### src/rtl/lsu_mem_ctrl.sv
// RV32I load/store controller driving a single-port, active-low-strobe data SRAM.
// Define MISALIGN_SPLIT_EN to split word-spanning accesses into two SRAM accesses; otherwise they fault.
module lsu_mem_ctrl #(
    parameter int unsigned AWIDTH = 12
) (
    input  logic              CLK,
    input  logic              RSTn,
    input  logic              REQ_VALID,
    output logic              REQ_READY,
    input  logic              REQ_WE,
    input  logic [2:0]        REQ_FUNCT3,
    input  logic [31:0]       REQ_ADDR,
    input  logic [31:0]       REQ_WDATA,
    output logic              RSP_VALID,
    output logic [31:0]       RSP_RDATA,
    output logic              RSP_ERR,
    output logic              MEM_CSN,
    output logic              MEM_WEN,
    output logic [AWIDTH-1:0] MEM_ADDR,
    output logic [3:0]        MEM_BE,
    output logic [31:0]       MEM_DI,
    input  logic [31:0]       MEM_DOUT
);

    typedef enum logic [1:0] {IDLE, ACC1, ACC2, WAIT} state_t;

    state_t state, state_d;

    logic [1:0]  off_q, off_d;
    logic [2:0]  f3_q, f3_d;
    logic        we_q, we_d;
    logic        err_q, err_d;
`ifdef MISALIGN_SPLIT_EN
    logic [AWIDTH-1:0] word_q, word_d;
    logic [31:0]       wdata_q, wdata_d;
    logic              span_q, span_d;
    logic [31:0]       first_q, first_d;
    logic [7:0]        be8_q;
`endif

    logic              rsp_valid_d, rsp_err_d;
    logic [31:0]       rsp_rdata_d;
    logic              csn_d, wen_d;
    logic [3:0]        be_d;
    logic [AWIDTH-1:0] addr_d;
    logic [31:0]       di_d;

    logic [1:0]  req_off;
    logic [2:0]  req_size;
    logic        req_span, req_illegal, req_range, req_err;
    logic [7:0]  req_be8;
    logic [63:0] load_cat, load_shift;
    logic [31:0] load_word, load_fmt;

    function automatic logic [3:0] size_mask(input logic [1:0] f3lo);
        case (f3lo)
            2'b00:   size_mask = 4'b0001;
            2'b01:   size_mask = 4'b0011;
            default: size_mask = 4'b1111;
        endcase
    endfunction

    assign REQ_READY = (state == IDLE);

    always_comb begin
        req_off = REQ_ADDR[1:0];
        case (REQ_FUNCT3[1:0])
            2'b00:   req_size = 3'd1;
            2'b01:   req_size = 3'd2;
            default: req_size = 3'd4;
        endcase
        req_span    = (3'(req_off) + req_size) > 3'd4;
        req_illegal = REQ_WE ? (REQ_FUNCT3 > 3'b010)
                             : ((REQ_FUNCT3 == 3'b011) || (REQ_FUNCT3[2:1] == 2'b11));
        req_range   = |REQ_ADDR[31:AWIDTH+2];
`ifdef MISALIGN_SPLIT_EN
        req_err     = req_range | req_illegal;
`else
        req_err     = req_range | req_illegal | req_span;
`endif
        req_be8     = {4'b0000, size_mask(REQ_FUNCT3[1:0])} << req_off;
    end

`ifdef MISALIGN_SPLIT_EN
    assign be8_q    = {4'b0000, size_mask(f3_q[1:0])} << off_q;
    assign load_cat = span_q ? {MEM_DOUT, first_q} : {32'h0, MEM_DOUT};
`else
    assign load_cat = {32'h0, MEM_DOUT};
`endif

    always_comb begin
        load_shift = load_cat >> {off_q, 3'b000};
        load_word  = load_shift[31:0];
        case (f3_q)
            3'b000:  load_fmt = {{24{load_word[7]}}, load_word[7:0]};
            3'b001:  load_fmt = {{16{load_word[15]}}, load_word[15:0]};
            3'b100:  load_fmt = {24'h0, load_word[7:0]};
            3'b101:  load_fmt = {16'h0, load_word[15:0]};
            default: load_fmt = load_word;
        endcase
    end

    always_comb begin
        state_d     = state;
        off_d       = off_q;
        f3_d        = f3_q;
        we_d        = we_q;
        err_d       = err_q;
`ifdef MISALIGN_SPLIT_EN
        word_d      = word_q;
        wdata_d     = wdata_q;
        span_d      = span_q;
        first_d     = first_q;
`endif
        rsp_valid_d = 1'b0;
        rsp_err_d   = 1'b0;
        rsp_rdata_d = '0;
        csn_d       = 1'b1;
        wen_d       = 1'b1;
        be_d        = '0;
        addr_d      = MEM_ADDR;
        di_d        = MEM_DI;

        case (state)
            IDLE: begin
                if (REQ_VALID) begin
                    state_d = ACC1;
                    off_d   = req_off;
                    f3_d    = REQ_FUNCT3;
                    we_d    = REQ_WE;
                    err_d   = req_err;
`ifdef MISALIGN_SPLIT_EN
                    word_d  = REQ_ADDR[AWIDTH+1:2];
                    wdata_d = REQ_WDATA;
                    span_d  = req_span;
`endif
                    // Faulting requests still pass through ACC1 with the SRAM deselected.
                    if (!req_err) begin
                        csn_d  = 1'b0;
                        wen_d  = ~REQ_WE;
                        be_d   = req_be8[3:0];
                        addr_d = REQ_ADDR[AWIDTH+1:2];
                        di_d   = REQ_WDATA << {req_off, 3'b000};
                    end
                end
            end
            ACC1: begin
                if (err_q) begin
                    state_d     = IDLE;
                    rsp_valid_d = 1'b1;
                    rsp_err_d   = 1'b1;
`ifdef MISALIGN_SPLIT_EN
                end else if (span_q) begin
                    state_d = ACC2;
                    csn_d   = 1'b0;
                    wen_d   = ~we_q;
                    be_d    = be8_q[7:4];
                    addr_d  = AWIDTH'(word_q + 1'b1);
                    di_d    = wdata_q >> (6'd32 - 6'({off_q, 3'b000}));
`endif
                end else if (we_q) begin
                    state_d     = IDLE;
                    rsp_valid_d = 1'b1;
                end else begin
                    state_d = WAIT;
                end
            end
`ifdef MISALIGN_SPLIT_EN
            ACC2: begin
                if (we_q) begin
                    state_d     = IDLE;
                    rsp_valid_d = 1'b1;
                end else begin
                    first_d = MEM_DOUT;
                    state_d = WAIT;
                end
            end
`endif
            WAIT: begin
                state_d     = IDLE;
                rsp_valid_d = 1'b1;
                rsp_rdata_d = load_fmt;
            end
            default: state_d = IDLE;
        endcase
    end

    always_ff @(posedge CLK) begin
        if (!RSTn) begin
            state     <= IDLE;
            off_q     <= '0;
            f3_q      <= '0;
            we_q      <= 1'b0;
            err_q     <= 1'b0;
`ifdef MISALIGN_SPLIT_EN
            word_q    <= '0;
            wdata_q   <= '0;
            span_q    <= 1'b0;
            first_q   <= '0;
`endif
            RSP_VALID <= 1'b0;
            RSP_ERR   <= 1'b0;
            RSP_RDATA <= '0;
            MEM_CSN   <= 1'b1;
            MEM_WEN   <= 1'b1;
            MEM_BE    <= '0;
            MEM_ADDR  <= '0;
            MEM_DI    <= '0;
        end else begin
            state     <= state_d;
            off_q     <= off_d;
            f3_q      <= f3_d;
            we_q      <= we_d;
            err_q     <= err_d;
`ifdef MISALIGN_SPLIT_EN
            word_q    <= word_d;
            wdata_q   <= wdata_d;
            span_q    <= span_d;
            first_q   <= first_d;
`endif
            RSP_VALID <= rsp_valid_d;
            RSP_ERR   <= rsp_err_d;
            RSP_RDATA <= rsp_rdata_d;
            MEM_CSN   <= csn_d;
            MEM_WEN   <= wen_d;
            MEM_BE    <= be_d;
            MEM_ADDR  <= addr_d;
            MEM_DI    <= di_d;
        end
    end

endmodule

### config.mk
export PLATFORM = sky130hd
export DESIGN_NAME = lsu_mem_ctrl
export DESIGN_NICKNAME = d
export VERILOG_FILES = /design/src/rtl/lsu_mem_ctrl.sv
export SDC_FILE = /design/constraint.sdc
export NUM_CORES = 1
export LEC_CHECK = 0
export ABC_AREA = 1
export BUFFER_PORTS_ARGS = -buffer_cell sky130_fd_sc_hd__buf_2
export CORE_MARGIN = 2
export CORE_UTILIZATION = 43
export CTS_CLUSTER_SIZE = 25
export DETAILED_ROUTE_END_ITERATION = 8
export PLACE_DENSITY = 0.77
export SYNTH_ARGS = -nofsm -noshare
export SYNTH_HDL_FRONTEND = slang
export SYNTH_SLANG_ARGS = --single-unit
export TNS_END_PERCENT = 10
### constraint.sdc
create_clock -name CLK -period 2.05 [get_ports CLK]
set_clock_uncertainty 0.05 [all_clocks]
set_input_delay 0.205 -clock CLK [delete_from_list [all_inputs] [get_ports CLK]]
set_output_delay 0.205 -clock CLK [all_outputs]
set_load 0.01 [all_outputs]
==> impl_metrics.json, run 1 <==
{
  "synth_area_leaders": "dfxtp_1, nand2_1, nand3_1",
  "root_buffer": "clkbuf_8",
  "ys_warn_count": 0,
  "slew_viol_final": 0,
  "synthCells": 635,
  "ys_seq_elements": 93,
  "worst_slack_ns": 0.281,
  "wire_per_inst_um": 12.1,
  "max_freq_ghz": 0.565,
  "worstPathArrival_ns": 1.95,
  "dp_slack_ns": -0.0746,
  "grt_pass1_vias": 4037,
  "synth-compound-area-share": 0.140,
  "grt_pass1_wl_mm": 18.9,
  "fin_hold_ws_ns": 0.0194,
  "yosys.area_share.simple": 0.280,
  "crit_required_ns": 2.23,
  "synth_nets": 741,
  "nNetsFinal": 919,
  "rows": 36,
  "hold_path.class": "in -> reg",
  "syn_area_per_cell_um2": 6.78,
  "ioPinCount": 188,
  "cts_tree": "done",
  "multi_input_area_um2": 1940,
  "clk_pin_slew_ns": 0.09,
  "wirelength_mm": 11.5,
  "die_area_um2": 10800,
  "synthToLayoutAreaGrowth_pct": 30.3,
  "drive_gt1_frac": 0.275,
  "place_hpwl_mm": 8.64,
  "grt_antenna_before_repair": 0,
  "cts_setup_buffers": 0,
  "worst_slew_pin_slew_ns": 0.890,
  "relSlewSlack": 0.404,
  "route.vias.total": 4488,
  "cap_violations": 0,
  "synth.distinct_cells": 26,
  "fp.dieH_um": 104,
  "coreArea_um2": 9730,
  "cts_resized": 0,
  "clockBufferDepth": 2,
  "p_leak_nw": 3.09,
  "ff_latch_area_um2": 1860,
  "grt_max_degree": 47,
  "cts_sinks": 93,
  "synth_seq_area_share": 0.432,
  "initial_utilization": 0.443,
  "finalWeightedCongestion": 0.857,
  "syn_area_um2": 4310,
  "vias_per_cell": 4.72,
  "final_common_cell": "buf_2",
  "grt_use_total": 0.213,
  "setup_viol": 0,
  "hold_viol": 0,
  "power.total_mw": 3.83,
  "initialDrtViolationCount": 202,
  "path_max_fanout": 44,
  "synth_mux_area_frac": 0.0186,
  "cts_hold_buf": 0,
  "fill_cells": 988,
  "grt_overflow": 0,
  "cp-end-kind": "flip-flop",
  "synth_top_area_share": 0.432,
  "cts_inserted_buffers": 9,
  "holdPathStages": 3,
  "drcViolationCount": 0,
  "power_density_nw_per_um2": 683,
  "yosysTopAreaCell": "dfxtp_1",
  "synthAdderAreaFrac": 0.0105,
  "timing.final.crit_period_ns": 1.77,
  "cp-start-kind": "input pin",
  "place_area_um2": 5380,
  "insertion_delay_ns": 0.34,
  "worstSetupPathType": "in -> reg",
  "first_pass_iters": 5,
  "htree_levels": 3,
  "die_w_um": 104,
  "final_cell_area_um2": 5610,
  "ir_drop_mv": 0.380,
  "io_buffers": 187,
  "synth_top_family_by_area": "simple AND/OR/NAND/NOR gates",
  "ff2ff_path_depth": 8,
  "drtAntennaViolNets": 0,
  "outcome": "complete, no violations",
  "finalCritPeriodShare": 0.863,
  "layout_common_cells": "buf_2, nand2_1, dfxtp_1",
  "r2r_slack_ns": 0.38,
  "rsz0062_at_grt": "no",
  "num_antenna_cells": 0,
  "synthXorXnorAreaFrac": 0
}
## Yosys cell counts
library cell  instances
o21ai_1              28
or2_2                 1
nor3_1                1
clkinv_1              1
inv_1                80
nand4_1               1
o21a_1                1
buf_1                 4
buf_2                10
nand3_2               1
buf_6                 5
nand2_1             150
a21oi_1              14
nor2_4                1
mux2i_1               8
a211oi_1              1
ha_1                  2
nor2_1               72
fa_1                  1
o21ai_0              58
dfxtp_1              93
clkbuf_1             20
nand3_1              67
o211ai_1              6
inv_2                 2
a31oi_1               7
## power breakdown
group / internal (mW) / switching (mW)
Clock: 0.806 / 0.625
Combinational: 0.220 / 0.346
Sequential: 1.83 / 0.0128
## cell families after synthesis
| family | count (synthesis) |
|---|---|
| simple gates | 294 |
| buf+inv | 122 |
| compound gates | 115 |
| flops | 93 |
| mux | 8 |
| fa+ha+maj | 3 |
## registers in the layout (all words and copies together) (netlist names)
register / cells
MEM_ADDR: 12
MEM_BE: 4
MEM_CSN: 1
MEM_DI: 32
MEM_WEN: 1
RSP_ERR: 1
RSP_RDATA: 32
RSP_VALID: 1
err_q: 1
f3_q: 3
off_q: 2
state: 2
we_q: 1
## routing by layer
metal	track usage	share of wire	vias up
met4	0.0627	0.018	0
met1	0.274	0.45	1958
met5	0	0	-
met2	0.354	0.47	147
met3	0.0514	0.066	16
li1	-	-	2367
## metrics by stage
step / cells / util / TNS (ns)
6_report: 950 / 0.577 / 0
5_1_grt: 950 / 0.577 / 0
4_1_cts: 950 / 0.577 / 0
3_5_place_dp: 935 / 0.553 / -2.10
3_3_place_gp: 935 / 0.553 / -0.000861
2_1_floorplan: 635 / - / 0
## path summary, 6_finish.rpt
check / start / to
max: REQ_FUNCT3[1] / MEM_DI[1]
min: REQ_ADDR[5] / MEM_ADDR[3]
max reg2reg: off_q[0] / RSP_RDATA[21]
min reg2reg: MEM_DI[10] / MEM_DI[10]
## worst max-delay path: stages
cell     delay [ns]
buf_2          0.10
nor2_1         0.17
ha_1           0.17
inv_1          0.05
fa_1           0.47
nand2_1        0.04
nand2_1        0.05
nand2_1        0.08
nor2_4         0.17
nand2_2        0.09
buf_12         0.19
nand3_1        0.08
o21ai_0        0.08
## area by class of cell
| cell class | count | share of cell area |
|---|---|---|
| well taps | 133 | 0.0297 |
| repair buffers | 206 | 0.197 |
| clock buffers | 11 | 0.0234 |
| flip-flops and latches | 93 | 0.332 |
| inverters | 83 | 0.0555 |
| multi-input cells | 420 | 0.346 |
| clock inverters | 4 | 0.0174 |
No activity file was read; power rests on OpenSTA's default activity.
==> run 2: changes to the inputs <==
Settings changed: ABC_AREA 1 to default, CORE_UTILIZATION 43 to 25, PLACE_DENSITY 0.77 to 0.5.
==> impl_metrics.json, run 2 <==
{
  "initialDrtViolationCount": 209,
  "cell_internal_pwr_mw": 3.09,
  "slew_viol_final": 0,
  "p_leak_nw": 2.74,
  "finalWeightedCongestion": 0.874,
  "insertion_delay_ns": 0.35,
  "cap_violations": 0,
  "grt_pass1_vias": 4506,
  "cts_tree": "done",
  "wire_per_inst_um": 17.1,
  "grt_use_total": 0.157,
  "crit_chain": "buf_2 -> nor2_2 -> ha_1 -> inv_1 -> fa_1 -> and2_4 -> o2111ai_4 -> buf_12 -> nor4_1 -> buf_4 -> o21a_1",
  "syn_area_um2": 4520,
  "path_max_fanout": 15,
  "fp.dieH_um": 139,
  "rsz0062_at_grt": "no",
  "max_freq_ghz": 0.513,
  "worstSetupPathType": "in -> reg",
  "ir_drop_mv": 0.369,
  "ys_seq_elements": 93,
  "crit_path_top_delay_cell": "fa_1",
  "comb_power_share": 0.146,
  "final_util": 0.346,
  "htree_levels": 3,
  "drcViolationCount": 0,
  "drive_gt1_frac": 0.422,
  "synth_area_leaders": "dfxtp_1, mux2_2, o21ai_0",
  "synth_flop_cell": "dfxtp_1",
  "yosysMostFrequentCell": "dfxtp_1",
  "first_pass_iters": 4,
  "fill_cells": 1846,
  "root_buffer": "clkbuf_16",
  "vias_per_cell": 4.91,
  "cts_resized": 0,
  "power.total_mw": 4.21,
  "cp-start-kind": "input pin",
  "synth_nets": 584,
  "crit_required_ns": 2.30,
  "timing.final.crit_period_ns": 1.95,
  "hold_path.class": "in -> reg",
  "largestRegisters": "MEM_DI x32, RSP_RDATA x32, MEM_ADDR x12",
  "critPathTopFamily": "adder cells",
  "crit_start": "REQ_FUNCT3[1]",
  "die_area_um2": 19200,
  "synthCells": 478,
  "rows": 49,
  "hold_viol": 0,
  "cts_hold_buf": 0,
  "nNetsFinal": 770,
  "async_flop_share": 0,
  "final_common_cell": "buf_2",
  "cts_inserted_buffers": 9,
  "min-delay-start": "REQ_WE",
  "setup_viol": 0,
  "slowest_delay_ns": 0.47,
  "cts_setup_buffers": 0,
  "clkPwrFrac": 0.414,
  "wirelength_mm": 15.4,
  "drtAntennaViolNets": 0,
  "synth_edf_count": 0,
  "ioPinCount": 188,
  "synth_seq_area_share": 0.412,
  "ys_warn_count": 0,
  "p_seq_frac": 0.440,
  "cp-end-kind": "flip-flop",
  "swShare": 0.264,
  "layout_common_cells": "buf_2, dfxtp_1, nand2_1",
  "clockBufferDepth": 2,
  "relSlewSlack": 0.657,
  "synthTopCellsByCount": "dfxtp_1, nand2_1, o21ai_0",
  "grt_overflow": 0,
  "reg2reg_from": "off_q[1]",
  "grt_max_degree": 33,
  "p_switching_mw": 1.11,
  "worst_slew_pin_slew_ns": 0.514,
  "power_density_nw_per_um2": 681,
  "coreArea_um2": 17800,
  "place_hpwl_mm": 11.8,
  "ff_latch_area_um2": 1860,
  "multi_input_area_um2": 2420,
  "initial_utilization": 0.254,
  "worstPathArrival_ns": 2.20,
  "grt_antenna_before_repair": 2,
  "clk_pin_slew_ns": 0.07,
  "finalCritPeriodShare": 0.951,
  "yosysTopAreaCell": "dfxtp_1",
  "critPathBufInv": 4,
  "route.vias.total": 4418,
  "fin_hold_ws_ns": 0.0473,
  "synth.distinct_cells": 49,
  "synth_top_area_share": 0.412,
  "syn_area_per_cell_um2": 9.46,
  "cts_sinks": 93,
  "grt_pass1_wl_mm": 24.0,
  "fin_setup_tns_ns": 0,
  "synthToLayoutAreaGrowth_pct": 36.5,
  "io_buffers": 187,
  "die_w_um": 139,
  "outcome": "complete, no violations"
}
run 2: logic make-up (layout without fill, tap and decap cells):
logic type / count (synthesis) / in the layout / synth area share
and+or+nand+nor: 138 / 138 / 0.178
DFF: 93 / 93 / 0.412
AOI/OAI and AO/OA: 150 / 150 / 0.224
muxes: 41 / 41 / 0.118
buffers and inverters: 51 / 242 / 0.0556
xor gates and xnor gates: 2 / 2 / 0.00387
other: 0 / 1 / 0
adders and majority gates: 3 / 3 / 0.00996
run 2: final timing paths:
check | end | slack [ns] | cells after the start
worst max-delay path | MEM_DI[15] | 0.10 | 11
worst min-delay path | MEM_WEN | 0.05 | 2
worst max register to register | RSP_RDATA[30] | 0.16 | 4
worst min register to register | MEM_ADDR[10] | 0.43 | 2
run 2: layout make-up:
class,instances,area share
flip-flops and latches,93,0.302
clock inverters,6,0.0113
well taps,229,0.0464
repair buffers,222,0.207
clock buffers,10,0.0387
inverters,4,0.00243
multi-input cells,334,0.392
diodes,1,0.000405
run 2: per-layer routing:
metal | vias to the layer above | global-route usage | routed length, um
li1 | 2130 | - | -
met1 | 2064 | 0.187 | 6390
met2 | 192 | 0.267 | 7400
met3 | 30 | 0.0468 | 1180
met4 | 2 | 0.0639 | 407
met5 | - | 0 | 13
run 2: through the flow:
| stage | setup WS, ns | std cells | area (um^2) |
|---|---|---|---|
| 6_report | 0.100 | 899 | 6170 |
| 5_1_grt | 0.0101 | 898 | 6170 |
| 4_1_cts | 0.0505 | 898 | 6160 |
| 3_5_place_dp | -0.270 | 882 | 5850 |
| 3_3_place_gp | -0.244 | 882 | 5850 |
| 2_1_floorplan | 0.00486 | 478 | 4530 |
run 2: power by group through the flow:
stage / logic [mW] / clock network, mW / registers [mW]
finish: 0.616 / 1.74 / 1.85
CTS: 0.616 / 1.79 / 1.85
global route: 0.670 / 1.86 / 1.85
floorplan: 0.357 / 0 / 1.89
detailed placement: 0.613 / 0 / 1.89
global placement: 0.611 / 0 / 1.89
==> run 3: changes to the inputs <==
Settings changed: CAP_MARGIN from default to 10, MAX_ROUTING_LAYER from default to met4.
==> impl_metrics.json, run 3 (same netlist as run 2, synthesis figures left out) <==
{
  "outcome": "complete, no violations",
  "ioPinCount": 188,
  "worstPathArrival_ns": 2.19,
  "ir_drop_mv": 0.368,
  "cts_hold_buf": 0,
  "timing.final.crit_period_ns": 1.94,
  "grt_overflow": 0,
  "cts_inserted_buffers": 9,
  "route.vias.total": 4430,
  "io_buffers": 187,
  "synthToLayoutAreaGrowth_pct": 36.6,
  "nNetsFinal": 770,
  "setup_viol": 0,
  "clockBufferDepth": 2,
  "finalWeightedCongestion": 0.888,
  "final_util": 0.346,
  "p_leak_nw": 2.74,
  "finalCritPeriodShare": 0.946,
  "wirelength_mm": 15.4,
  "cts_sinks": 93,
  "fin_setup_tns_ns": 0,
  "layout_common_cells": "buf_2, dfxtp_1, nand2_1",
  "vias_per_cell": 4.92,
  "grt_pass1_wl_mm": 24.0,
  "die_w_um": 139,
  "hold_viol": 0,
  "htree_levels": 3,
  "final_common_cell": "buf_2",
  "relSlewSlack": 0.653,
  "cp-end-kind": "flip-flop",
  "grt_max_degree": 33,
  "clk_pin_slew_ns": 0.07,
  "max_freq_ghz": 0.516,
  "rsz0062_at_grt": "no",
  "fin_hold_ws_ns": 0.0465,
  "cts_tree": "done",
  "drcViolationCount": 0,
  "slew_viol_final": 0,
  "wire_per_inst_um": 17.2,
  "fill_cells": 1849,
  "place_hpwl_mm": 11.8,
  "rows": 49,
  "hold_path.class": "in -> reg",
  "first_pass_iters": 4,
  "coreArea_um2": 17800,
  "fp.dieH_um": 139,
  "grt_use_total": 0.162,
  "insertion_delay_ns": 0.35,
  "cp-start-kind": "input pin",
  "grt_pass1_vias": 4520,
  "worstSetupPathType": "in -> reg",
  "power_density_nw_per_um2": 681,
  "drtAntennaViolNets": 0,
  "root_buffer": "clkbuf_16",
  "cap_violations": 0,
  "initial_utilization": 0.254,
  "path_max_fanout": 15,
  "drive_gt1_frac": 0.422,
  "grt_antenna_before_repair": 2,
  "largestRegisters": "MEM_DI x32, RSP_RDATA x32, MEM_ADDR x12",
  "die_area_um2": 19200,
  "worst_slew_pin_slew_ns": 0.521,
  "crit_required_ns": 2.30,
  "initialDrtViolationCount": 206
}
-- run 3: changes by cell type in the layout (fill, tap and decap cells not counted) --
cell,previous run,this run
diode_2,1,2
-- run 3: final cells by class --
class	count	area, um^2	area share
multi-input cells	334	2420	0.392
flip-flops and latches	93	1860	0.301
repair buffers	222	1280	0.207
well taps	229	287	0.0464
clock buffers	10	239	0.0387
clock inverters	6	70.1	0.0113
inverters	4	15.0	0.00243
diodes	2	5.00	0.000810
-- run 3: per-stage QoR --
| step | worst slack [ns] | instance area [um^2] | std cells | power [mW] |
|---|---|---|---|---|
| 6_report | 0.110 | 6180 | 900 | 4.21 |
| 3_5_place_dp | -0.270 | 5850 | 882 | 2.50 |
| 3_3_place_gp | -0.244 | 5850 | 882 | 2.50 |
| 5_1_grt | 0.0117 | 6180 | 900 | 4.38 |
| 2_1_floorplan | 0.00486 | 4530 | 478 | 2.24 |
| 4_1_cts | 0.0505 | 6160 | 898 | 4.25 |
-- run 3: routing by layer --
metal,up-vias,GRT usage,part of all wire
met5,-,-,0
met4,0,0.0639,0.026
met3,26,0.0412,0.073
met2,202,0.266,0.48
met1,2068,0.190,0.42
li1,2134,-,-
-- run 3: timing repair --
action / 4_1_cts / 5_1_grt
setup buffers: 0 / 0
resized for setup: 0 / 3
setup endpoints to repair: 0 / 5
-- run 3: path summary, 6_finish.rpt --
check                start            end  slack [ns]  depth (start not counted)
min                 REQ_WE        MEM_WEN        0.05                          2
max reg2reg       off_q[1]  RSP_RDATA[30]        0.15                          4
min reg2reg   MEM_ADDR[10]   MEM_ADDR[10]        0.42                          2
max          REQ_FUNCT3[1]      MEM_DI[8]        0.11                         11
-- run 3: power by group --
group	total [mW]	internal [mW]	switching, mW
sequential	1.85	1.83	0.0212
combinational	0.618	0.278	0.340
clock	1.74	0.990	0.752
total	4.21	3.09	1.11
-- run 3: critical path, cell delays in order --
cell and delay, ns:
buf_2 0.12, nor2_2 0.12, ha_1 0.16, inv_1 0.05, fa_1 0.47, and2_4 0.15, o2111ai_4 0.14, buf_12 0.20
buf_4 0.15, nor4_2 0.28, o21a_1 0.15
